$ cat src/rtl/mem_pkg.sv
// Shared definitions for the MEM stage: size codes, FSM states, lane helpers.
// Latency: n/a (package only).
// Backpressure: n/a (package only).
package mem_pkg;

  // Access size encoding carried down the pipe from decode
  localparam logic [1:0] SZ_BYTE = 2'b00;
  localparam logic [1:0] SZ_HALF = 2'b01;
  localparam logic [1:0] SZ_WORD = 2'b10;

  // MEM-stage FSM states
  typedef logic [1:0] state_t;
  localparam state_t ST_IDLE = 2'd0;
  localparam state_t ST_WAIT = 2'd1;
  localparam state_t ST_DONE = 2'd2;

  // Request fields latched when an access starts
  typedef struct packed {
    logic [31:0] addr;
    logic [31:0] wdata;
    logic [4:0]  rd;
    logic [1:0]  size;
    logic        uns;
    logic        mem_to_reg;
    logic        reg_write;
    logic        we;
  } req_t;

  // Byte enables; half uses only lane[1], word ignores the lane (natural alignment)
  function automatic logic [3:0] store_be(input logic [1:0] size, input logic [1:0] lane);
    case (size)
      SZ_BYTE: store_be = 4'b0001 << lane;
      SZ_HALF: store_be = lane[1] ? 4'b1100 : 4'b0011;
      default: store_be = 4'b1111;
    endcase
  endfunction

  // Store data replicated across lanes so the byte enables pick the right copy
  function automatic logic [31:0] store_data(input logic [1:0] size, input logic [31:0] wdata);
    case (size)
      SZ_BYTE: store_data = {4{wdata[7:0]}};
      SZ_HALF: store_data = {2{wdata[15:0]}};
      default: store_data = wdata;
    endcase
  endfunction

endpackage

$ cat src/rtl/load_align.sv
// Load lane select with sign/zero extension of the returned memory word.
// Latency: purely combinational.
// Backpressure: none; result follows the inputs.
module load_align
  import mem_pkg::*;
(
  input  logic [31:0] rdata,
  input  logic [1:0]  size,
  input  logic [1:0]  lane,
  input  logic        load_unsigned,
  output logic [31:0] data
);

  logic [7:0]  byte_sel;
  logic [15:0] half_sel;

  // Pick the addressed byte/half, then extend to 32 bits
  always_comb begin
    byte_sel = 8'h00;
    half_sel = lane[1] ? rdata[31:16] : rdata[15:0];
    case (lane)
      2'd0:    byte_sel = rdata[7:0];
      2'd1:    byte_sel = rdata[15:8];
      2'd2:    byte_sel = rdata[23:16];
      default: byte_sel = rdata[31:24];
    endcase
    case (size)
      SZ_BYTE: data = {{24{byte_sel[7] & ~load_unsigned}}, byte_sel};
      SZ_HALF: data = {{16{half_sel[15] & ~load_unsigned}}, half_sel};
      default: data = rdata;
    endcase
  end

endmodule

$ cat src/rtl/mem_access.sv
// MEM stage: issues data-memory loads/stores and stalls the pipe until ack or timeout.
// Latency: non-memory ops pass through combinationally; memory ops take IDLE+WAIT(n)+DONE.
// Backpressure: stall holds upstream while waiting; MEM_MISALIGN_TRAP_EN adds the misalign trap port.
module mem_access
  import mem_pkg::*;
#(
  parameter int TIMEOUT_CYCLES = 255
) (
  input  logic        clk,
  input  logic        rst,
  input  logic        valid,
  input  logic        mem_read,
  input  logic        mem_write,
  input  logic        mem_to_reg,
  input  logic        reg_write,
  input  logic [31:0] alu_result,
  input  logic [31:0] write_data,
  input  logic [4:0]  rd_num,
  input  logic [1:0]  size,
  input  logic        load_unsigned,
  output logic        dmem_req,
  output logic        dmem_we,
  output logic [31:0] dmem_addr,
  output logic [31:0] dmem_wdata,
  output logic [3:0]  dmem_be,
  input  logic        dmem_ack,
  input  logic [31:0] dmem_rdata,
  output logic [31:0] alu_result_out,
  output logic [31:0] read_data_out,
  output logic [4:0]  rd_num_out,
  output logic        mem_to_reg_out,
  output logic        reg_write_out,
  output logic        valid_out,
  output logic        stall,
  output logic        bus_err
`ifdef MEM_MISALIGN_TRAP_EN
  ,output logic       misalign
`endif
);

  localparam int CW = $clog2(TIMEOUT_CYCLES + 1);
  localparam logic [CW-1:0] CNT_LAST = CW'(TIMEOUT_CYCLES - 1);

  state_t        state;
  logic [CW-1:0] cnt;
  req_t          req_q;
  logic [31:0]   rdata_q;
  logic          err_q;
  logic [31:0]   ld_data;
  logic          mem_op;
  logic          mis_trap;
  logic          start;

  assign mem_op = valid & (mem_read | mem_write);

`ifdef MEM_MISALIGN_TRAP_EN
  // Misaligned half/word accesses never reach memory; the op falls through unretired
  assign mis_trap = mem_op & (((size == SZ_HALF) & alu_result[0]) |
                              (size[1] & (alu_result[1:0] != 2'b00)));
  assign misalign = mis_trap;
`else
  assign mis_trap = 1'b0;
`endif

  assign start = mem_op & ~mis_trap;

  load_align u_load_align (
    .rdata         (dmem_rdata),
    .size          (req_q.size),
    .lane          (req_q.addr[1:0]),
    .load_unsigned (req_q.uns),
    .data          (ld_data)
  );

  // Access FSM: latch request, wait for ack or timeout, present result for one cycle
  always_ff @(posedge clk) begin
    if (rst) begin
      state   <= ST_IDLE;
      cnt     <= '0;
      req_q   <= '0;
      rdata_q <= '0;
      err_q   <= 1'b0;
      bus_err <= 1'b0;
    end else begin
      bus_err <= 1'b0;
      case (state)
        ST_IDLE: begin
          cnt <= '0;
          if (start) begin
            req_q.addr       <= alu_result;
            req_q.wdata      <= write_data;
            req_q.rd         <= rd_num;
            req_q.size       <= size;
            req_q.uns        <= load_unsigned;
            req_q.mem_to_reg <= mem_to_reg;
            req_q.reg_write  <= reg_write;
            req_q.we         <= mem_write;
            err_q            <= 1'b0;
            state            <= ST_WAIT;
          end
        end
        ST_WAIT: begin
          if (dmem_ack) begin
            rdata_q <= ld_data;
            state   <= ST_DONE;
          end else if (cnt == CNT_LAST) begin
            rdata_q <= '0;
            err_q   <= 1'b1;
            bus_err <= 1'b1;
            state   <= ST_DONE;
          end else begin
            cnt <= cnt + 1'b1;
          end
        end
        ST_DONE: state <= ST_IDLE;
        default: state <= ST_IDLE;
      endcase
    end
  end

  // Request drive comes only from latched fields, so it is stable across WAIT
  always_comb begin
    dmem_req   = (state == ST_WAIT);
    dmem_we    = req_q.we;
    dmem_addr  = {req_q.addr[31:2], 2'b00};
    dmem_be    = store_be(req_q.size, req_q.addr[1:0]);
    dmem_wdata = store_data(req_q.size, req_q.wdata);
  end

  // MEM/WB feed: pass-through when idle, bubble while stalled, latched result in DONE
  always_comb begin
    alu_result_out = alu_result;
    rd_num_out     = rd_num;
    mem_to_reg_out = mem_to_reg;
    reg_write_out  = reg_write & ~mis_trap;
    valid_out      = valid;
    read_data_out  = '0;
    stall          = 1'b0;
    case (state)
      ST_IDLE: begin
        if (start) begin
          stall         = 1'b1;
          valid_out     = 1'b0;
          reg_write_out = 1'b0;
        end
      end
      ST_WAIT: begin
        stall         = 1'b1;
        valid_out     = 1'b0;
        reg_write_out = 1'b0;
      end
      ST_DONE: begin
        alu_result_out = req_q.addr;
        rd_num_out     = req_q.rd;
        mem_to_reg_out = req_q.mem_to_reg;
        reg_write_out  = req_q.reg_write & ~err_q;
        valid_out      = 1'b1;
        read_data_out  = rdata_q;
      end
      default: ;
    endcase
  end

endmodule

$ cat config.mk
export PLATFORM = sky130hd
export DESIGN_NAME = mem_access
export DESIGN_NICKNAME = d
export VERILOG_FILES = /design/src/rtl/mem_pkg.sv /design/src/rtl/load_align.sv /design/src/rtl/mem_access.sv
export SDC_FILE = /design/constraint.sdc
export NUM_CORES = 1
export LEC_CHECK = 0
export CELL_PAD_IN_SITES_DETAIL_PLACEMENT = 1
export CELL_PAD_IN_SITES_GLOBAL_PLACEMENT = 2
export CORE_MARGIN = 2
export CORE_UTILIZATION = 21
export CTS_BUF_LIST = sky130_fd_sc_hd__clkbuf_4 sky130_fd_sc_hd__clkbuf_8
export CTS_CLUSTER_DIAMETER = 60
export CTS_CLUSTER_SIZE = 40
export DETAILED_ROUTE_END_ITERATION = 6
export PLACE_DENSITY_LB_ADDON = 0.1
export SLEW_MARGIN = 20
export SYNTH_ARGS = -nofsm -noshare
export SYNTH_HDL_FRONTEND = slang
export SYNTH_SLANG_ARGS = --single-unit
$ cat constraint.sdc
create_clock -name clk -period 1.4 [get_ports clk]
set_input_delay 0.28 -clock clk [delete_from_list [all_inputs] [get_ports clk]]
set_output_delay 0.28 -clock clk [all_outputs]
set_load 0.01 [all_outputs]
==> run summary <==
Sequential cell area = 0.00246 mm2
Ports = 256
Post-synth ARST share = 0
Initial antenna violation count = 1
Area leader, netlist = dfxtp_1
CTS Buf Count = 17
DR vias = 7315
Mapped Avg Cell Area = 7.50 um2
Most used DFF post-synth = dfxtp_1
Final Hold Fails = 0
Antenna Nets Post-Route = 0
Crit path from = state[1]
Peak supply drop = 0.568 mV
Startpoint types = flip-flop
Fin util = 0.458
Clock Sink Count = 119
Worst hold path type = input port to flip-flop
P&R area growth vs syn = 116%
Crit. End Element = flip-flop
H-tree levels = 4
Setup TNS = -91.40 ns
Yosys cell types = 57
Violated checks = setup timing
Final WS setup = -0.527 ns
Initial Util = 0.213
Die height = 177 um
GRT Resource Usage Total = 0.190
Final Max Slew Viols = 0
CTS max path bufs = 2
Iteration-0 DRC Markers = 211
Hold_sp = rst
Crit Path Category = flip-flop to flip-flop
Pin count of the biggest net entering global routing = 71
Area occupied by multi-input gates = 0.00505 mm2
First-pass GRT wire length = 45200 um
Buffers on Ports = 253
Layout cells sized above 1 = 0.602
Routed wire per std cell = 19.2 um
Slew margin rel. = 0.640
Final clock skew = 0.0156 ns
DIE AREA = 0.0313 mm2
PD cells = 789 mW/mm2
Number of global-route vias before repair = 7640
RSZ-0062 raised after global routing = yes
Delay of the slowest cell on the worst path = 0.48 ns
Total power = 0.0107 W
Measured slew at the worst slew-check pin = 0.540 ns
Status = complete, but fails checks
Share of the synthesized area in the top cell type = 0.379
Leakage power = 6.34 nW
Seq cells post-synth = 119
Worst Path Max Fanout = 8
CTS tree = yes
EDFF count, synth = 0
Final period utilization = 1.38
Fmax achieved = 0.519 GHz
Slowest CP cell = or3_4
Vias per inst = 4.51
Fillers = 3315
Die X = 177 um
CTS root buf = clkbuf_8
Row cnt = 63
Cell chain of the critical path = buf_6 > buf_4 > buf_6 > buf_6 > or3_4 > buf_12 > buf_16 > nand2_4 > a21oi_2
Mapped Area = 0.00628 mm2
Clock transition at path regs = 0.08 ns
Crit path top cell by count = buf_6
Worst slack, placed = -0.826 ns
Core Footprint = 0.0296 mm2
Cells after Synth = 838
Most common cell in the netlist = nand2_1
N_diodes = 0
Hold slack final = 0.149 ns
Crit path DAT = 2.26 ns
DR pass1 iterations = 4
Critical Path RT = 1.73 ns
Final setup viols = 217
Fin crit period = 1.93 ns
Grt ovf = 0
Synth top cells by count = nand2_1, dfxtp_1, a21oi_1, buf_4, and3_1
MaxCap Viol Count = 0
Worst skew pair latency = 0.46 ns
Dpl hpwl = 18700 um
Synth Warn # = 0
Nets = 1334
Largest cells by area after synthesis = dfxtp_1, nand2_1, a21oi_1
GP Congestion = 0.753
Post-Route WL = 31200 um
Drt drc = 0
Register area share after synthesis = 0.379
R2r startpoint = state[1]
## power by group
group	internal [W]	switching (W)
Sequential	0.00356	0.000225
Combinational	0.00187	0.00154
Clock	0.00182	0.00168
## layer usage
metal / global-route usage / share of wire / wire [um]
met3: 0.0509 / 0.055 / 1700
met2: 0.337 / 0.52 / 16100
met1: 0.229 / 0.42 / 13100
met5: 0 / 0.00042 / 13
met4: 0.0355 / 0.011 / 336
## kinds of logic after synthesis
kind of cell,count (synthesis),synth area share
flops,119,0.379
mux,43,0.0741
xor+xnor,1,0.00139
other cells,1,0.000597
buf+inv,106,0.0962
simple gates,373,0.256
fa+ha+maj,2,0.00398
compound gates,193,0.189
## path summary, 6_finish.rpt
path | endpoint | slack [ns] | cells after the start
hold reg to reg | rdata_q[6] | 0.46 | 1
hold / removal | rdata_q[2] | 0.15 | 2
setup / recovery | dmem_addr[19] | -0.53 | 9
setup reg to reg | dmem_addr[19] | -0.53 | 9
## cell type report
cell class	count	area share
timing repair inverter	1	0.00120
multi-input combinational	615	0.373
sequential	119	0.182
inverter	6	0.00351
clock inverter	14	0.0128
tap	390	0.0360
timing repair buffer	460	0.373
clock buffer	18	0.0183
## critical path, delay by kind of cell (launching register included)
kind	cells	cell delay, ns
DFF	1	0.37
and+or+nand+nor	2	0.54
AOI/OAI and AO/OA	1	0.05
buffers and inverters	6	0.82
## sequential cells by signal, summed over array words and instances (netlist names)
register and count:
bus_err 1, cnt 8, dmem_addr 30, dmem_we 1, err_q 1, rdata_q 32
req_q 44, state 2
## through the flow
stage	instance area [um2]	instances
6_report	13500	1623
5_1_grt	13500	1623
4_1_cts	11700	1606
3_5_place_dp	9880	1508
3_3_place_gp	9880	1508
2_1_floorplan	6350	839
## what timing repair did
action / 4_1_cts / 5_1_grt
gates cloned: 19 / 9
setup endpoints to repair: 258 / 257
buffers inserted: 49 / 24
pin swaps: 55 / 144
hold buffers: 0 / 0
gates resized for setup: 648 / 528
endpoints found under the hold margin: 0 / 0
## placed cells by master, fill, tap and decap left out, types with 9 or more instances in the layout
| master | count |
|---|---|
| a21oi_1 | 34 |
| o21ai_2 | 9 |
| buf_4 | 96 |
| buf_16 | 12 |
| nor2_1 | 13 |
| mux2_4 | 18 |
| o21ai_0 | 9 |
| dfxtp_4 | 12 |
| mux2i_1 | 15 |
| nand2_4 | 91 |
| o2bb2ai_2 | 14 |
| clkdlybuf4s50_1 | 109 |
| buf_6 | 130 |
| buf_12 | 31 |
| dfxtp_2 | 29 |
| nand2_1 | 143 |
| and3_4 | 31 |
| dfxtp_1 | 78 |
| a21oi_2 | 76 |
| clkbuf_8 | 18 |
| dlymetal6s2s_1 | 31 |
| nand2_2 | 49 |
| buf_2 | 35 |
No activity file was read; power rests on OpenSTA's default activity.
